File: src/rtl/coin_credit_unit.sv
// coin_credit_unit: accumulates coin credit against a price and dispenses change one coin at a time
module coin_credit_unit #(
  parameter int CREDIT_W = 10,
  parameter int MAX_CREDIT = 500
) (
  input  logic                clk,
  input  logic                reset,
  input  logic                coin_valid,
  input  logic [1:0]          coin_type,
  input  logic [CREDIT_W-1:0] price,
  input  logic                vend_done,
  input  logic                cancel,
  input  logic                change_ready,
  output logic [CREDIT_W-1:0] credit,
  output logic                credit_ok,
  output logic                coin_event,
  output logic                coin_reject,
  output logic                change_valid,
  output logic [1:0]          change_coin,
  output logic                change_short,
  output logic                busy
);
  typedef enum logic {ACCUM, CHANGE} state_t;
  localparam logic [CREDIT_W:0] MAX_C = (CREDIT_W+1)'(MAX_CREDIT);
  localparam logic [CREDIT_W-1:0] C5 = CREDIT_W'(5);
  localparam logic [CREDIT_W-1:0] C10 = CREDIT_W'(10);
  localparam logic [CREDIT_W-1:0] C25 = CREDIT_W'(25);
  localparam logic [CREDIT_W-1:0] C100 = CREDIT_W'(100);
  state_t state_q, state_d;
  logic [CREDIT_W-1:0] credit_q, credit_d, coin_val, change_val;
  logic [CREDIT_W:0] sum;
  logic [1:0] denom;
  logic event_q, event_d, reject_q, reject_d, short_q, short_d;
  // value of the inserted coin, the widened sum, and the largest coin that fits in the credit
  always_comb begin
    coin_val = coin_type == 2'b11 ? C100 : coin_type == 2'b10 ? C25 : coin_type == 2'b01 ? C10 : C5;
    sum = {1'b0, credit_q} + {1'b0, coin_val};
    denom = credit_q >= C100 ? 2'b11 : credit_q >= C25 ? 2'b10 : credit_q >= C10 ? 2'b01 : 2'b00;
    change_val = credit_q >= C100 ? C100 : credit_q >= C25 ? C25 : credit_q >= C10 ? C10 : C5;
  end
  // state, credit and registered event pulses
  always_ff @(posedge clk or posedge reset) begin
    if (reset) begin
      state_q <= ACCUM;
      credit_q <= '0;
      event_q <= 1'b0;
      reject_q <= 1'b0;
      short_q <= 1'b0;
    end else begin
      state_q <= state_d;
      credit_q <= credit_d;
      event_q <= event_d;
      reject_q <= reject_d;
      short_q <= short_d;
    end
  end
  // next state: vend beats cancel beats coin in ACCUM; CHANGE drains credit one coin per handshake
  always_comb begin
    state_d = state_q;
    credit_d = credit_q;
    event_d = 1'b0;
    reject_d = 1'b0;
    short_d = 1'b0;
    if (state_q == ACCUM) begin
      reject_d = coin_valid && (vend_done || cancel || sum > MAX_C);
      if (vend_done) begin
        if (credit_q >= price) begin
          credit_d = credit_q - price;
          state_d = credit_q != price ? CHANGE : ACCUM;
        end
      end else if (cancel) begin
        state_d = credit_q != '0 ? CHANGE : ACCUM;
      end else if (coin_valid && sum <= MAX_C) begin
        credit_d = sum[CREDIT_W-1:0];
        event_d = 1'b1;
      end
    end else begin
      reject_d = coin_valid;
      if (credit_q < C5) begin
        credit_d = '0;
        short_d = credit_q != '0;
        state_d = ACCUM;
      end else if (change_ready) begin
        credit_d = credit_q - change_val;
        state_d = credit_q == change_val ? ACCUM : CHANGE;
      end
    end
  end
  // outputs: a coin is only presented while at least 5 cents remain
  always_comb begin
    busy = state_q == CHANGE;
    change_valid = busy && credit_q >= C5;
    change_coin = change_valid ? denom : 2'b00;
    credit_ok = !busy && price != '0 && credit_q >= price;
    credit = credit_q;
    coin_event = event_q;
    coin_reject = reject_q;
    change_short = short_q;
  end
endmodule

File: config.mk
export PLATFORM = sky130hd
export DESIGN_NAME = coin_credit_unit
export DESIGN_NICKNAME = d
export VERILOG_FILES = /design/src/rtl/coin_credit_unit.sv
export SDC_FILE = /design/constraint.sdc
export NUM_CORES = 1
export LEC_CHECK = 0
export CAP_MARGIN = 20
export CORE_ASPECT_RATIO = 0.7
export CORE_MARGIN = 10
export CORE_UTILIZATION = 45
export CTS_CLUSTER_SIZE = 25
export DETAILED_ROUTE_END_ITERATION = 7
export PLACE_DENSITY = 0.69
export SLEW_MARGIN = 10
export SYNTH_ARGS = -nofsm -noshare
export SYNTH_HDL_FRONTEND = slang
export SYNTH_SLANG_ARGS = --single-unit
File: constraint.sdc
create_clock -name clk -period 7.32 [get_ports clk]
set_input_delay 1.098 -clock clk [delete_from_list [all_inputs] [get_ports clk]]
set_output_delay 1.098 -clock clk [all_outputs]
set_load 0.02 [all_outputs]
==> results of run 1 <==
[layout make-up]
| type | count | area (µm²) | share of cell area, % |
|---|---|---|---|
| Multi-Input combinational cell | 233 | 1720 | 63.9 |
| Inverter | 33 | 126 | 4.71 |
| Clock buffer | 4 | 55.1 | 2.05 |
| Tap cell | 69 | 86.3 | 3.22 |
| Timing Repair Buffer | 35 | 350 | 13.0 |
| Sequential cell | 14 | 350 | 13.0 |
[cell usage in the layout, fill, tap and decap left out, types with 6 or more instances in the layout]
master	n
nand2_1	15
a21oi_1	15
dfrtp_1	14
xnor2_1	6
inv_1	32
mux2i_1	6
xor2_1	7
a211oi_1	7
o21ai_0	13
nor3_1	10
a21o_1	7
nand2b_1	8
nand4_1	6
ha_1	27
or3_1	6
clkdlybuf4s50_1	35
nor2_1	25
[sequential cells by signal (all words and copies together), names as in the netlist]
name	count
credit	10
busy	1
change_short	1
coin_event	1
coin_reject	1
[Yosys cell counts, drive strengths merged, types with 6 or more instances]
master and count:
nor2 25, dfrtp 14, a21o 7, or3 6
mux2i 6, xnor2 6, a31oi 6, nor3 10
nand4 6, nand2b 8, inv 33, a21oi 16
a211oi 7, xor2 7, nand2 15, o21ai 16
ha 27
[metal layers]
layer,global-route usage (%),share of wire (%),up-vias
li1,-,-,1145
met1,23.4,50,1054
met4,0.970,0.30,0
met5,0,0,-
met3,4.27,9.5,4
met2,23.8,40,110
[logic make-up (layout without fill, tap and decap cells)]
group | count (synthesis) | after routing | share of synthesized area [%]
muxes | 11 | 11 | 5.22
xor gates and xnor gates | 13 | 13 | 5.11
and+or+nand+nor | 91 | 91 | 20.9
adders and majority gates | 30 | 30 | 17.8
AOI/OAI and AO/OA | 88 | 88 | 27.9
buffers and inverters | 40 | 72 | 7.30
DFF | 14 | 14 | 15.7
[worst max path at each step]
stage | start | endpoint | slack, ns | depth (start not counted)
floorplan | price[0] | credit_ok | 3.18 | 9
global placement | price[0] | credit_ok | 2.30 | 11
detailed placement | price[0] | credit_ok | 2.20 | 11
CTS | price[0] | credit_ok | 2.20 | 11
global route | price[0] | credit_ok | 2.03 | 11
finish | price[0] | credit_ok | 2.19 | 11
[metrics by stage]
| step | utilization, % | instance area (µm²) | setup WS, ns | hold slack, ns | total power, mW |
|---|---|---|---|---|---|
| after floorplan | - | 2230 | 3.18 | 0.669 | 1.00 |
| after global placement | 55.0 | 2630 | 2.30 | 0.625 | 1.31 |
| after detailed placement | 55.0 | 2630 | 2.20 | 0.637 | 1.31 |
| after CTS | 56.1 | 2690 | 2.20 | 0.648 | 1.39 |
| after global routing | 56.1 | 2690 | 2.03 | 0.684 | 1.54 |
| final | 56.1 | 2690 | 2.19 | 0.666 | 1.41 |
[power breakdown]
group	switching (mW)	internal, mW
Combinational	0.623	0.492
Sequential	0.102	0.113
Clock	0.0286	0.0477
==> metrics.txt, run 1 <==
pin count of the biggest net entering global routing=16; critical path's slowest cell=clkdlybuf4s50_1; Detailed Route WL=around 6700 µm; Pleak=1.20 nW; pwr/cell area=between 500 and 600 nW/µm²; final slew viol count=0; hold path startpoint=credit[0]; IO Pins=36; CP Capture Type=primary output; status=complete, no violations; r2r startpoint=credit[8]; share of cells above drive strength 1=about 5%; Synth Cell Area=between 2000 and 2500 µm²; Hold Path End=credit[0]; setup bufs post-CTS=0; family with the most delay on the worst path=buffers and inverters; Hold Path Cell Cnt=1; DP HPWL=roughly 5400 µm; Initial Util=between 40% and 50%; syn nets=~340; slowest stage delay, CP=between 0.6 and 0.7 ns; Nets=roughly 370; total CTS buffers=3; post-synthesis sequential area ratio=about 16%; Die ar.=8210 µm²; P&R area growth vs syn=20.4%; Routed wire per std cell=17.2 µm; 1st-pass router iterations=5; CTS Sinks=14; critical-path maximum fanout=3; final std cells w/o fill=between 300 and 400; Worst-path clk slew=roughly 0.060 ns; Worst R2R Setup Slack=roughly 3.4 ns; Final Wtd Congestion=0.894; cells after synthesis=between 200 and 300; EDFF count, synth=0; clk root buf=clkbuf_8; Die X=approximately 100 µm; cells along the critical path=clkdlybuf4s50_1 > ha_1 > fa_1 > nand2b_1 > a211oi_1 > nor3_1 > nand2b_1 > nand2b_1 > a21oi_1 > a221oi_1 > clkdlybuf4s50_1; Remaining DRCs=0; Synth top area share=15.7%; DRT iter0 DRCs=about 120; Worst EP required=around 6.2 ns; # Max-Cap Violations=0; area leader, netlist=dfrtp_1; Congestion Overflow GR=0; # rows=21; Synth Flop Type=dfrtp_1; Skew-Pair Late Insertion Delay=about 0.25 ns; Peak VDD IR=between 0.0002 and 0.0003 V; ANT nets after route=0; R2R depth=12; Final Hold Vio Count=0; reg2reg end=credit[9]; Worst Path Arrival=4.03 ns; Mean Syn Cell Area=around 7.8 µm²; Synth Warn #=0; Crit Path Category=input pin to primary output; H-tree Lvls=1; global-route wire length before repair=between 10000 and 15000 µm; Buf/Inv on CP=2; CTS max path bufs=2; period utilization=70.1%; max_slew headroom=between 50% and 60%; Antenna Cells=0; RSZ-0062 raised after global routing=no; Core Region=4780 µm²; via count=~2300; hold-fix buffers at CTS=0; minimum clock period=about 5.1 ns; via-per-instance ratio=between 5 and 6; CTS tree=done; Seq cells post-synth=14; Die H=a little under 80 µm; All-Layer GR Usage=approximately 16%; I/O Buffers=35; fill count=474; Final setup viols=0; Worst Hold Class=register to register; vias in the first global route=2153; FMAX=195 MHz; Cell variety after synth=56; Sum Neg Setup Slack=0 ns; Most common cell on crit path=nand2b_1; initial antenna violation count=0; Clock Skew=0.000590 ns; top cells by area, synth=dfrtp_1, ha_1, inv_1, nor2_1, a21oi_1; post-CTS sizing=0; startpoint types=input pin; async set-reset flop share out of synthesis=100%; dpl cells=roughly 380; Worst-Margin Slew=between 0.6 and 0.7 ns
Power figures use the tool's default switching activity.
==> run 2, diff against run 1 <==
Clock period 7.32 ns to 4.85 ns, I/O delays scaled along.
==> metrics.txt, run 2 (synthesis results as in run 1) <==
Worst Hold Class=register to register; global-route wire length before repair=11200 µm (+0.87%); period utilization=90.2%; post-CTS sizing=0 (unchanged); Peak VDD IR=0.000418 V (+57%); final slew viol count=0 (unchanged); CTS max path bufs=2 (unchanged); # Max-Cap Violations=0 (unchanged); Core Region=4780 µm² (unchanged); CP Capture Type=primary output; critical-path maximum fanout=3 (unchanged); Remaining DRCs=0 (unchanged); CTS Sinks=14 (unchanged); All-Layer GR Usage=16.4% (+0.38 points); Skew-Pair Late Insertion Delay=0.25 ns (about the same); FMAX=roughly 230 MHz; H-tree Lvls=1 (unchanged); pin count of the biggest net entering global routing=16 (unchanged); fill count=473 (-0.21%); internal power=982 µW (+51%); Die ar.=8210 µm² (unchanged); commonest non-fill, non-tap cell in the layout=clkdlybuf4s50_1; Reg power frac=13.8% (-1.5 points); Worst-Margin Slew=0.665 ns (+0.0332 ns); status=complete, no violations; Pleak=1.20 nW (+0.21%); minimum clock period=roughly 4.4 ns; startpoint types=input pin; setup bufs post-CTS=0 (unchanged); Die X=104 µm (unchanged); Detailed Route WL=6870 µm (+2.8%); hold-fix buffers at CTS=0 (unchanged); 1st-pass router iterations=6 (+1); Congestion Overflow GR=0 (unchanged); Worst-path clk slew=0.06 ns (about the same); most frequent cells in the layout=clkdlybuf4s50_1, inv_1, ha_1; Worst EP required=4.12 ns (-2.10 ns); total CTS buffers=3 (unchanged); via count=2354 (+1.8%); clock share of power=4.5% (-0.9 points); Die H=78.9 µm (unchanged); P&R area growth vs syn=20.5% (about the same); Final Wtd Congestion=0.938 (+5.0%); Worst Path Arrival=3.65 ns (-0.38 ns); Nets=370 (+0.54%); initial antenna violation count=0 (unchanged); pwr/cell area=792 nW/µm² (+51%); Routed wire per std cell=17.7 µm (+2.5%); final std cells w/o fill=389 (+0.26%); Clock Skew=0.00704 ns (+0.00645 ns); Switching Fraction=53.8% (+0.22 points); Initial Util=46.6% (unchanged); DRT iter0 DRCs=198 (+61%); RSZ-0062 raised after global routing=no; DP HPWL=5530 µm (+2.2%); IO Pins=36 (unchanged); max reg flops=10 (unchanged); dpl cells=386 (+0.52%); combinational share of power=81.7% (+2.4 points); Final setup viols=0 (unchanged); clk root buf=clkbuf_8; Crit Path Category=input pin to primary output; via-per-instance ratio=6.05 (+1.5%); Final Hold Vio Count=0 (unchanged); Sum Neg Setup Slack=0 ns (unchanged); Antenna Cells=0 (unchanged); # rows=21 (unchanged); share of cells above drive strength 1=5.31% (+0.30 points); I/O Buffers=35 (unchanged); Net Switching=1.15 mW (+52%); CTS tree=done; ANT nets after route=0 (unchanged); max_slew headroom=55.5% (-2.2 points); vias in the first global route=2125 (-1.3%)
-- run 2: cell types whose count changed in the layout (fill, tap and decap cells not counted) --
cell      previous run  this run
buf_4                0         2
clkbuf_8             4         3
-- run 2: power groups by stage --
stage	logic (mW)	registers, mW	clock network, mW
CTS	1.71	0.292	0.0967
finish	1.74	0.293	0.0955
floorplan	1.21	0.302	0
global placement	1.69	0.292	0
detailed placement	1.70	0.294	0
global route	1.92	0.302	0.100
-- run 2: worst max-delay path, cell delays in order --
cell	delay (ns)
clkdlybuf4s50_1	0.44
ha_1	0.24
fa_1	0.38
nand2b_1	0.20
a211oi_1	0.26
nor3_1	0.11
nand2b_1	0.19
nand2b_1	0.09
a21oi_1	0.09
a221oi_1	0.26
clkdlybuf4s50_1	0.66
-- run 2: worst paths after layout --
kind / start / to / slack, ns / cells past startpoint
max in group asynchronous: reset / coin_event / 3.65 / 2
min in group asynchronous: reset / credit[5] / 0.84 / 2
worst min-delay path: credit[0] / credit[0] / 0.66 / 1
worst max-delay path: price[0] / credit_ok / 0.48 / 11
worst max register to register: credit[8] / credit[9] / 0.97 / 13
worst min register to register: credit[0] / credit[0] / 0.66 / 1
-- run 2: metrics by stage --
stage                     area, µm²  setup WS, ns  hold WS, ns  power (mW)  utilization (%)
after floorplan                2230          1.41        0.617        1.51                -
after global placement         2650         0.638        0.619        1.98             55.3
after detailed placement       2650         0.527        0.635        1.99             55.3
after CTS                      2690         0.512        0.666        2.10             56.2
after global routing           2690         0.372        0.711        2.32             56.2
final                          2690         0.475        0.663        2.13             56.2
-- run 2: layer usage --
metal / vias to the layer above / wire length [µm] / GRT usage (%)
met3: 9 / 674 / 4.19
met4: 0 / 77 / 3.46
met5: - / 0 / 0
li1: 1146 / - / -
met2: 116 / 2740 / 23.6
met1: 1083 / 3380 / 23.8
-- run 2: layout make-up --
| class | instances | area [µm²] | area share, % |
|---|---|---|---|
| tap | 69 | 86.3 | 3.21 |
| clock buffer | 3 | 41.3 | 1.54 |
| inverter | 33 | 126 | 4.70 |
| sequential | 14 | 350 | 13.0 |
| multi-input combinational | 233 | 1720 | 63.9 |
| timing repair buffer | 37 | 365 | 13.6 |
==> run 3, diff against run 2 <==
Settings changed: CORE_ASPECT_RATIO 0.7 to default, SLEW_MARGIN 10 to 20.
==> metrics.txt, run 3 (synthesis results as in run 1) <==
status=complete, no violations; All-Layer GR Usage=16.3% (-0.12 points); Die X=90.4 µm (-13%); vias in the first global route=2288 (+7.7%); Core Region=4750 µm² (-0.58%); RSZ-0062 raised after global routing=no; IO Pins=36 (unchanged); R2R depth=13 (unchanged); internal power=983 µW (+0.12%); reg2reg end=credit[9]; CTS tree=done; Die ar.=8170 µm² (-0.54%); Reg power frac=13.8% (about the same); max reg flops=10 (unchanged); Net Switching=1.13 mW (-1.6%); Worst R2R Setup Slack=0.97 ns (about the same); DP HPWL=5510 µm (-0.26%); commonest non-fill, non-tap cell in the layout=clkdlybuf4s50_1; total CTS buffers=3 (unchanged); Worst-path clk slew=0.06 ns (about the same); Congestion Overflow GR=0 (unchanged); global-route wire length before repair=11300 µm (+1.1%); 1st-pass router iterations=5 (-1); setup bufs post-CTS=0 (unchanged); initial antenna violation count=0 (unchanged); # Max-Cap Violations=0 (unchanged); Final Hold Vio Count=0 (unchanged); Initial Util=46.9% (+0.27 points); Worst EP required=4.12 ns (about the same); combinational share of power=81.7% (about the same); Die H=90.4 µm (+15%); top sig layer=met4; Final setup viols=0 (unchanged); crit path from=price[0]; Switching Fraction=53.4% (-0.43 points); Worst Path Arrival=3.66 ns (about the same); P&R area growth vs syn=20.4% (about the same); minimum clock period=4.39 ns (+0.0124 ns); Sum Neg Setup Slack=0 ns (unchanged); max_slew headroom=55.8% (+0.31 points); Routed wire per std cell=17.4 µm (-1.3%); hold path startpoint=credit[0]; H-tree Lvls=1 (unchanged); clock share of power=4.6% (about the same); pin count of the biggest net entering global routing=15 (-1); clk root buf=clkbuf_8; pwr/cell area=786 nW/µm² (-0.71%); Skew-Pair Late Insertion Delay=0.24 ns (about the same); post-CTS sizing=0 (unchanged); met3 routed WL=493 µm (-27%); # rows=25 (+19%); Critical Path End=credit_ok; Total Power=2.11 mW (-0.80%); met2 wire len=3050 µm (+12%); via-per-instance ratio=5.98 (-1.1%); share of cells above drive strength 1=5.31% (unchanged); Peak VDD IR=0.000447 V (+7.0%); Worst Hold Class=register to register; Placed Area=2640 µm² (about the same); startpoint types=input pin; Worst-Margin Slew=0.663 ns (-0.00230 ns); Antenna Cells=0 (unchanged); Detailed Route WL=6740 µm (-1.8%); CTS max path bufs=2 (unchanged); Crit Path Category=input pin to primary output; critical-path maximum fanout=3 (unchanged); DRT iter0 DRCs=119 (-40%); Nets=370 (unchanged); hold-fix buffers at CTS=0 (unchanged); Remaining DRCs=0 (unchanged); ANT nets after route=0 (unchanged); r2r startpoint=credit[7]; post-route cell area=2680 µm² (about the same); Clock Skew=0.000706 ns (-0.00634 ns); Final Wtd Congestion=0.915 (-2.5%); period utilization=90.5% (+0.26 points); most frequent cells in the layout=clkdlybuf4s50_1, inv_1, ha_1; via count=2315 (-1.7%); CTS Sinks=14 (unchanged); FMAX=228 MHz (-0.28%); CP Capture Type=primary output; final slew viol count=0 (unchanged); I/O Buffers=35 (unchanged); Pleak=1.20 nW (unchanged); Metal-1 WL=3130 µm (-7.4%)
run 3: cell counts in the layout (fill, tap and decap cells not counted):
No cell type changed its count.
run 3: layer usage:
metal,up-vias,global-route usage (%)
met3,10,4.16
met5,-,0
li1,1149,-
met2,84,25.8
met1,1072,22.0
met4,0,2.52
run 3: critical path, cell delays in order:
cell and delay (ns):
clkdlybuf4s50_1 0.44, ha_1 0.25, fa_1 0.38, nand2b_1 0.19, a211oi_1 0.28, nor3_1 0.12
nand2b_1 0.20, nand2b_1 0.09, a21oi_1 0.08, a221oi_1 0.25, clkdlybuf4s50_1 0.65
run 3: stage by stage:
step                      hold slack, ns  setup WS, ns  cells  util (%)
after global routing               0.708         0.287    387      56.4
after detailed placement           0.640         0.488    384      55.6
after global placement             0.635         0.634    384      55.6
final                              0.657         0.463    387      56.4
after CTS                          0.659         0.483    387      56.4
after floorplan                    0.617          1.41    287         -
run 3: cell type report:
cell class,count,area [µm²]
fillers,481,2070
multi-input cells,233,1720
repair buffers,37,365
flip-flops and latches,14,350
inverters,33,126
well taps,67,83.8
clock buffers,3,41.3
run 3: power groups by stage:
stage          logic [mW]  clock network (mW)  registers [mW]
5_1_grt              1.92               0.104           0.299
4_1_cts              1.71              0.0985           0.288
3_5_place_dp         1.70                   0           0.290
6_report             1.72              0.0962           0.290
3_3_place_gp         1.69                   0           0.292
2_1_floorplan        1.21                   0           0.302
run 3: worst min-delay path by stage:
| stage | endpoint | slack (ns) | cells past startpoint |
|---|---|---|---|
| finish | credit[0] | 0.66 | 1 |
| global placement | credit[0] | 0.64 | 1 |
| floorplan | busy | 0.62 | 1 |
| global route | credit[0] | 0.71 | 1 |
| CTS | credit[0] | 0.66 | 1 |
| detailed placement | credit[0] | 0.64 | 1 |
